**config.mk**
```make
export PLATFORM = sky130hd
export DESIGN_NAME = dma_bus_xfer_ctrl
export DESIGN_NICKNAME = d
export VERILOG_FILES = /design/src/rtl/dma_bus_xfer_ctrl.sv
export SDC_FILE = /design/constraint.sdc
export NUM_CORES = 1
export LEC_CHECK = 0
export ABC_AREA = 1
export CAP_MARGIN = 20
export CORE_MARGIN = 8
export CORE_UTILIZATION = 34
export DETAILED_ROUTE_END_ITERATION = 10
export GPL_TIMING_DRIVEN = 0
export PLACE_DENSITY = 0.78
export SYNTH_ARGS = -nofsm -noshare
export SYNTH_HDL_FRONTEND = slang
export SYNTH_SLANG_ARGS = --single-unit
export TNS_END_PERCENT = 30
```
**constraint.sdc**
```tcl
create_clock -name clk_i -period 1.58 [get_ports clk_i]
set_input_delay 0.316 -clock clk_i [delete_from_list [all_inputs] [get_ports clk_i]]
set_output_delay 0.316 -clock clk_i [all_outputs]
set_load 0.02 [all_outputs]
```
**src/rtl/dma_bus_xfer_ctrl.sv**
```systemverilog
// ---------------------------------------------------------------------------
// dma_bus_xfer_ctrl
//
// FPGA-side transaction sequencer for the DSP<->FPGA DMA bus. Picks one of
// four local FIFO channels round-robin (R1, R2 read towards the DSP; W1, W2
// written by the DSP), raises that channel's request line, checks the
// master's strobe/header, then moves a fixed BURST of words using the
// m_rdy/s_rdy handshake. Protocol errors and stalls end the burst with a
// one-cycle abort pulse.
//
// Ports
//   clk_i, rst_i                 clock, synchronous active-high reset
//   enable                       allows new grants (never cuts a burst)
//   bus_ad_in/stb/we/m_rdy       registered master signals from the pads
//   bus_ad_out/_en               AD drive data and enable
//   bus_ack/s_rdy/abort          slave handshake outputs
//   bus_req_{r,w}_{1,2}          one-hot request lines
//   rd{1,2}_data/level, _pop     FWFT read FIFO heads, fill levels, pops
//   wr{1,2}_space, _push         write FIFO free space, pushes
//   wr_data                      data towards the write FIFOs
//   busy, xfer_cnt, abort_cnt    status: active, bursts done, aborts
// ---------------------------------------------------------------------------
module dma_bus_xfer_ctrl #(
    parameter int BURST   = 64,
    parameter int LW      = 10,
    parameter int TIMEOUT = 1024
) (
    input  logic          clk_i,
    input  logic          rst_i,
    input  logic          enable,
    input  logic [31:0]   bus_ad_in,
    input  logic          bus_stb,
    input  logic          bus_we,
    input  logic          bus_m_rdy,
    output logic [31:0]   bus_ad_out,
    output logic          bus_ad_out_en,
    output logic          bus_ack,
    output logic          bus_s_rdy,
    output logic          bus_abort,
    output logic          bus_req_r_1,
    output logic          bus_req_r_2,
    output logic          bus_req_w_1,
    output logic          bus_req_w_2,
    input  logic [31:0]   rd1_data,
    input  logic [31:0]   rd2_data,
    input  logic [LW-1:0] rd1_level,
    input  logic [LW-1:0] rd2_level,
    output logic          rd1_pop,
    output logic          rd2_pop,
    input  logic [LW-1:0] wr1_space,
    input  logic [LW-1:0] wr2_space,
    output logic          wr1_push,
    output logic          wr2_push,
    output logic [31:0]   wr_data,
    output logic          busy,
    output logic [15:0]   xfer_cnt,
    output logic [7:0]    abort_cnt
);

    localparam int RW = $clog2(BURST + 1);
    localparam int SW = $clog2(TIMEOUT + 1);

    typedef enum logic [2:0] {
        S_IDLE  = 3'd0,
        S_REQ   = 3'd1,
        S_ACK   = 3'd2,
        S_TURN  = 3'd3,
        S_DATA  = 3'd4,
        S_DONE  = 3'd5,
        S_ABORT = 3'd6
    } state_t;

    // A channel can take a whole burst when its FIFO reports at least BURST words.
    function automatic logic fits_burst(input logic [LW-1:0] avail);
        return (32'(avail) >= 32'(BURST));
    endfunction

    state_t          state_q, state_d;
    logic [1:0]      grant_q, grant_d;
    logic [1:0]      ptr_q, ptr_d;
    logic [RW-1:0]   rem_q, rem_d;
    logic [SW-1:0]   stall_q, stall_d;
    logic [15:0]     xfer_q, xfer_d;
    logic [7:0]      abort_cnt_q, abort_cnt_d;

    // Registered bus controls, decoded from the next state.
    logic [3:0]      req_q, req_d;
    logic            ack_q, ack_d;
    logic            s_rdy_q, s_rdy_d;
    logic            abort_q, abort_d;
    logic            ad_en_q, ad_en_d;
    logic            busy_q, busy_d;
    logic            rd_mode_q, rd_mode_d;
    logic            wr_mode_q, wr_mode_d;

    logic [3:0]      elig_s;
    logic            pick_valid_s;
    logic [1:0]      pick_s;
    logic [1:0]      cand_s;
    logic            hdr_ok_s;
    logic            stall_hit_s;
    logic            in_burst_s;

    assign elig_s = {fits_burst(wr2_space), fits_burst(wr1_space),
                     fits_burst(rd2_level), fits_burst(rd1_level)};

    // Round-robin pick: first eligible channel after the last grant.
    always_comb begin
        pick_valid_s = 1'b0;
        pick_s       = ptr_q;
        cand_s       = ptr_q;
        for (int i = 1; i <= 4; i++) begin
            cand_s = ptr_q + 2'(i);
            if (!pick_valid_s && elig_s[cand_s]) begin
                pick_valid_s = 1'b1;
                pick_s       = cand_s;
            end else begin
                pick_valid_s = pick_valid_s;
            end
        end
    end

    // Header matches when the channel id and direction agree with the grant.
    assign hdr_ok_s    = (bus_ad_in[1:0] == grant_q) && (bus_we == grant_q[1]);
    // The current cycle would be the TIMEOUT-th consecutive idle cycle.
    assign stall_hit_s = (stall_q == SW'(TIMEOUT - 1));

    // Next-state, counters and next value of every registered bus control.
    always_comb begin
        state_d     = state_q;
        grant_d     = grant_q;
        ptr_d       = ptr_q;
        rem_d       = rem_q;
        stall_d     = stall_q;
        xfer_d      = xfer_q;
        abort_cnt_d = abort_cnt_q;

        case (state_q)
            S_IDLE: begin
                if (enable && pick_valid_s) begin
                    grant_d = pick_s;
                    ptr_d   = pick_s;
                    rem_d   = RW'(BURST);
                    stall_d = {SW{1'b0}};
                    state_d = S_REQ;
                end else begin
                    state_d = S_IDLE;
                end
            end
            S_REQ: begin
                // A strobe, good or bad, takes priority over the timeout.
                if (bus_stb) begin
                    stall_d = {SW{1'b0}};
                    state_d = hdr_ok_s ? S_ACK : S_ABORT;
                end else if (stall_hit_s) begin
                    state_d = S_ABORT;
                end else begin
                    stall_d = stall_q + SW'(1);
                end
            end
            S_ACK: begin
                state_d = grant_q[1] ? S_DATA : S_TURN;
            end
            S_TURN: begin
                state_d = S_DATA;
            end
            S_DATA: begin
                if (bus_m_rdy) begin
                    rem_d   = rem_q - RW'(1);
                    stall_d = {SW{1'b0}};
                    if (rem_q == RW'(1)) begin
                        state_d = S_DONE;
                    end else begin
                        state_d = S_DATA;
                    end
                end else if (stall_hit_s) begin
                    state_d = S_ABORT;
                end else begin
                    stall_d = stall_q + SW'(1);
                end
            end
            S_DONE: begin
                xfer_d  = xfer_q + 16'd1;
                state_d = S_IDLE;
            end
            S_ABORT: begin
                if (abort_cnt_q != 8'hFF) begin
                    abort_cnt_d = abort_cnt_q + 8'd1;
                end else begin
                    abort_cnt_d = abort_cnt_q;
                end
                state_d = S_IDLE;
            end
            default: begin
                state_d = S_IDLE;
            end
        endcase

        in_burst_s = (state_d == S_REQ) || (state_d == S_ACK) ||
                     (state_d == S_TURN) || (state_d == S_DATA);
        req_d      = in_burst_s ? (4'b0001 << grant_d) : 4'b0000;
        ack_d      = (state_d == S_ACK);
        s_rdy_d    = (state_d == S_DATA);
        abort_d    = (state_d == S_ABORT);
        rd_mode_d  = (state_d == S_DATA) && !grant_d[1];
        wr_mode_d  = (state_d == S_DATA) && grant_d[1];
        // Turnaround cycle already drives AD so the master sees a clean handover.
        ad_en_d    = (state_d == S_TURN) || rd_mode_d;
        busy_d     = (state_d != S_IDLE);
    end

    // State, counters and bus-control registers.
    always_ff @(posedge clk_i) begin
        if (rst_i) begin
            state_q     <= S_IDLE;
            grant_q     <= 2'd0;
            ptr_q       <= 2'd3;
            rem_q       <= {RW{1'b0}};
            stall_q     <= {SW{1'b0}};
            xfer_q      <= 16'd0;
            abort_cnt_q <= 8'd0;
            req_q       <= 4'b0000;
            ack_q       <= 1'b0;
            s_rdy_q     <= 1'b0;
            abort_q     <= 1'b0;
            ad_en_q     <= 1'b0;
            busy_q      <= 1'b0;
            rd_mode_q   <= 1'b0;
            wr_mode_q   <= 1'b0;
        end else begin
            state_q     <= state_d;
            grant_q     <= grant_d;
            ptr_q       <= ptr_d;
            rem_q       <= rem_d;
            stall_q     <= stall_d;
            xfer_q      <= xfer_d;
            abort_cnt_q <= abort_cnt_d;
            req_q       <= req_d;
            ack_q       <= ack_d;
            s_rdy_q     <= s_rdy_d;
            abort_q     <= abort_d;
            ad_en_q     <= ad_en_d;
            busy_q      <= busy_d;
            rd_mode_q   <= rd_mode_d;
            wr_mode_q   <= wr_mode_d;
        end
    end

    assign bus_req_r_1   = req_q[0];
    assign bus_req_r_2   = req_q[1];
    assign bus_req_w_1   = req_q[2];
    assign bus_req_w_2   = req_q[3];
    assign bus_ack       = ack_q;
    assign bus_s_rdy     = s_rdy_q;
    assign bus_abort     = abort_q;
    assign bus_ad_out_en = ad_en_q;
    assign busy          = busy_q;
    assign xfer_cnt      = xfer_q;
    assign abort_cnt     = abort_cnt_q;

    // Data path is combinational so a word moves in the same cycle as m_rdy.
    assign bus_ad_out = rd_mode_q ? (grant_q[0] ? rd2_data : rd1_data) : 32'd0;
    assign rd1_pop    = rd_mode_q && bus_m_rdy && !grant_q[0];
    assign rd2_pop    = rd_mode_q && bus_m_rdy && grant_q[0];
    assign wr_data    = wr_mode_q ? bus_ad_in : 32'd0;
    assign wr1_push   = wr_mode_q && bus_m_rdy && !grant_q[0];
    assign wr2_push   = wr_mode_q && bus_m_rdy && grant_q[0];

endmodule

```
==> key figures <==
Drt
  – Wire per inst: 15.99 um
  – Routed WL: 16520 um
  – ANT nets after route: 0
  – Via-per-instance ratio: 4.903
  – Vias: 5065
  – DRC: 0
  – Detailed Route Iter0 Violations: 290
  – First-pass DRT Iterations: 5

Die
  – Initial Util: 34.38%
  – Die area: 15010 um2
  – Rows: 39
  – Core footprint: 11220 um2
  – Chip width: 122.5 um
  – Die Ht: 122.5 um
  – I/O pin cnt: 243

STA
  – Hold Vio Cnt, Final: 0
  – Min cycle time layout: 1.853 ns
  – Final worst-path cycle share: 117.3%
  – Unrepaired setup endpoints after global routing: yes
  – Slew HR: 54.18%
  – Sum Neg Setup Slack: -7.756 ns
  – Worst setup margin: -0.2731 ns
  – Count of pins over their slew limit: 0
  – Setup violators final: 64
  – Achievable frequency: 539.6 MHz
  – WHS: 0.4736 ns
  – Clock skew: 0.007441 ns
  – Slew @ Worst Pin: 0.6873 ns

GRT
  – First-pass GRT wire length: 22960 um
  – M2 GR Usage: 32.63%
  – Vias in the first global route: 4517
  – GR Util met3: 5.612%
  – M1 GR Usage: 22.80%
  – Top Usage Layer GRT: met2
  – Pin count of the biggest net entering global routing: 11
  – Total GRT Usage: 18.98%
  – Overflow after GRT: 0
  – Initial antenna violation count: 2

Synthesis
  – Synth top area share: 31.13%
  – Most used DFF post-synth: dfxtp_1
  – Post-Syn Area: 3859 um2
  – Post-Syn Instances: 621
  – Post-synth EDFFs: 0
  – Net Count, Synth: 768
  – Seq/Total Area, Yosys: 31.13%
  – Syn. warnings: 0
  – Yosys top cell by area: dfxtp_1
  – Yosys reg bits: 60
  – Yosys cell types: 41
  – Ranking of synthesized cells by area: dfxtp_1 (31%), nor2_1 (11%), nand2_1 (11%)
  – Post-Syn Area per Cell: 6.214 um2
  – Ys async rst share: 0%

Clocking
  – Clock root buffer: clkbuf_16
  – CTS max path bufs: 2
  – Num CTS Buffers: 9
  – CTS clk-pin slew, worst paths: 0.05 ns
  – H-tree depth: 3
  – Clk_lat worst skew: 0.33 ns
  – Hold Buf Count CTS: 0
  – CTS tree: done
  – Clk sink count: 60

Setup path
  – Ordered cell list for the critical path: clkdlybuf4s50_1 > nor2_2 > nand3_1 > nand2_2 > nand2_1 > nand2_2 > nand2_2 > inv_2 > nand2_4 > nand3_4 > inv_4 > nand2_4 > nand2_4 > inv_4 > nand3_2 > nor2_1
  – Critical Path AT: 2.11 ns
  – CP Max Fanout: 5
  – Worst Path Class, Setup: input pin to register
  – Crit path max-delay family: simple AND/OR/NAND/NOR gates
  – CP peak stage delay: 0.42 ns
  – Worst R2R Path Depth: 14
  – Critical path capture point type: register
  – Required time of the critical path: 1.84 ns
  – WP buf/inv: 4
  – Highest-delay cell along the critical path: clkdlybuf4s50_1
  – Crit. path cell count: 16
  – Startpoint Class: input pin

Placed design
  – Final HPWL DP: 11960 um
  – Buffers added on ports: 218
  – GP Congestion: 0.8550

Cells and area
  – Synth-to-Final Area Change: 91.54%
  – Layout cell share with drive strength beyond 1: 32.51%
  – Nets: 1031
  – Most frequent cells in the layout: clkdlybuf4s50_1 (100), nand2_1 (95), nor2_1 (87)
  – Most common cell after layout, fill and taps aside: clkdlybuf4s50_1

Hold path
  – Hold depth: 1
  – Worst hold path class: register to register

Power
  – Pwr Density: 776.6 nW/um2
  – Worst VDD drop: 0.6290 mV
  – Leakage: 3.629 nW

Job
  – Max-Cap Viols: 0

Status
  – Failing checks: setup timing
  – Status: finished, violations left
metal layers:
metal,routed length (um),up-vias
met4,125,2
met2,8282,195
met1,6753,2325
li1,-,2528
met3,1339,15
met5,13,-
power breakdown:
group	internal [mW]	switching (mW)
Sequential	1.60	0.0951
Clock	1.51	0.670
Combinational	0.868	1.00
cell families (layout without fill, tap and decap cells):
kind of cell,Yosys count,count (layout),share of synthesized area [%]
AO/OA/AOI/OAI,97,97,13.62
XOR/XNOR,17,17,4.053
adder cells (fa/ha/maj),5,5,1.621
buffers and inverters,107,374,11.02
flip-flops,60,60,31.13
other,0,1,0
AND/OR/NAND/NOR,335,336,38.55
cell type report:
cell class	count	area [um2]
fill	931	3832
clock inverter	3	67.56
buffer	22	255.2
antenna	1	2.502
tap	143	178.9
multi-input combinational	455	2783
timing repair buffer	253	2238
sequential	60	1251
clock buffer	13	270.3
inverter	83	344.1
worst paths after layout:
path                                    from            to  slack, ns
worst max-delay path            rd2_level[9]      req_q[1]      -0.27
worst min-delay path            abort_cnt[0]  abort_cnt[0]       0.47
worst max register to register      ptr_q[0]      req_q[1]      -0.24
worst min register to register  abort_cnt[0]  abort_cnt[0]       0.47
Yosys cell counts (all sizes together) (3+ instances only):
cell    count
xor2       11
clkbuf     19
dfxtp      60
o21ai      53
inv        81
nor3b       5
a21oi      26
nand3      49
a31oi       9
buf         5
nor2      120
xnor2       6
nor3       19
nand2     125
nor4        6
nand4       6
ha          5
o21a        3
stage by stage:
stage | cell area [um2] | setup WS (ns) | total power, mW | instances | util (%)
floorplan | 3924 | -0.03397 | 2.520 | 621 | -
global placement | 6285 | -0.8537 | 3.126 | 982 | 56.00
detailed placement | 6285 | -0.8430 | 3.140 | 982 | 56.00
CTS | 6903 | -0.1772 | 5.484 | 1007 | 61.50
global route | 7391 | -0.3212 | 5.994 | 1033 | 65.85
finish | 7391 | -0.2731 | 5.740 | 1033 | 65.85
sequential cells by signal, indices dropped and copies added, names as in the netlist:
signal,count
abort_cnt,8
bus_ack,1
state_q,3
wr_mode_q,1
grant_q,2
ptr_q,2
rem_q,7
req_q,4
bus_ad_out_en,1
busy,1
stall_q,11
xfer_cnt,16
bus_abort,1
rd_mode_q,1
bus_s_rdy,1
repair_timing:
action	in CTS	in global routing
gates resized for setup	434	162
setup endpoints to repair	142	113
gates cloned	2	0
setup buffers	8	26
pin swaps	24	63
No activity file was read; power rests on OpenSTA's default activity.
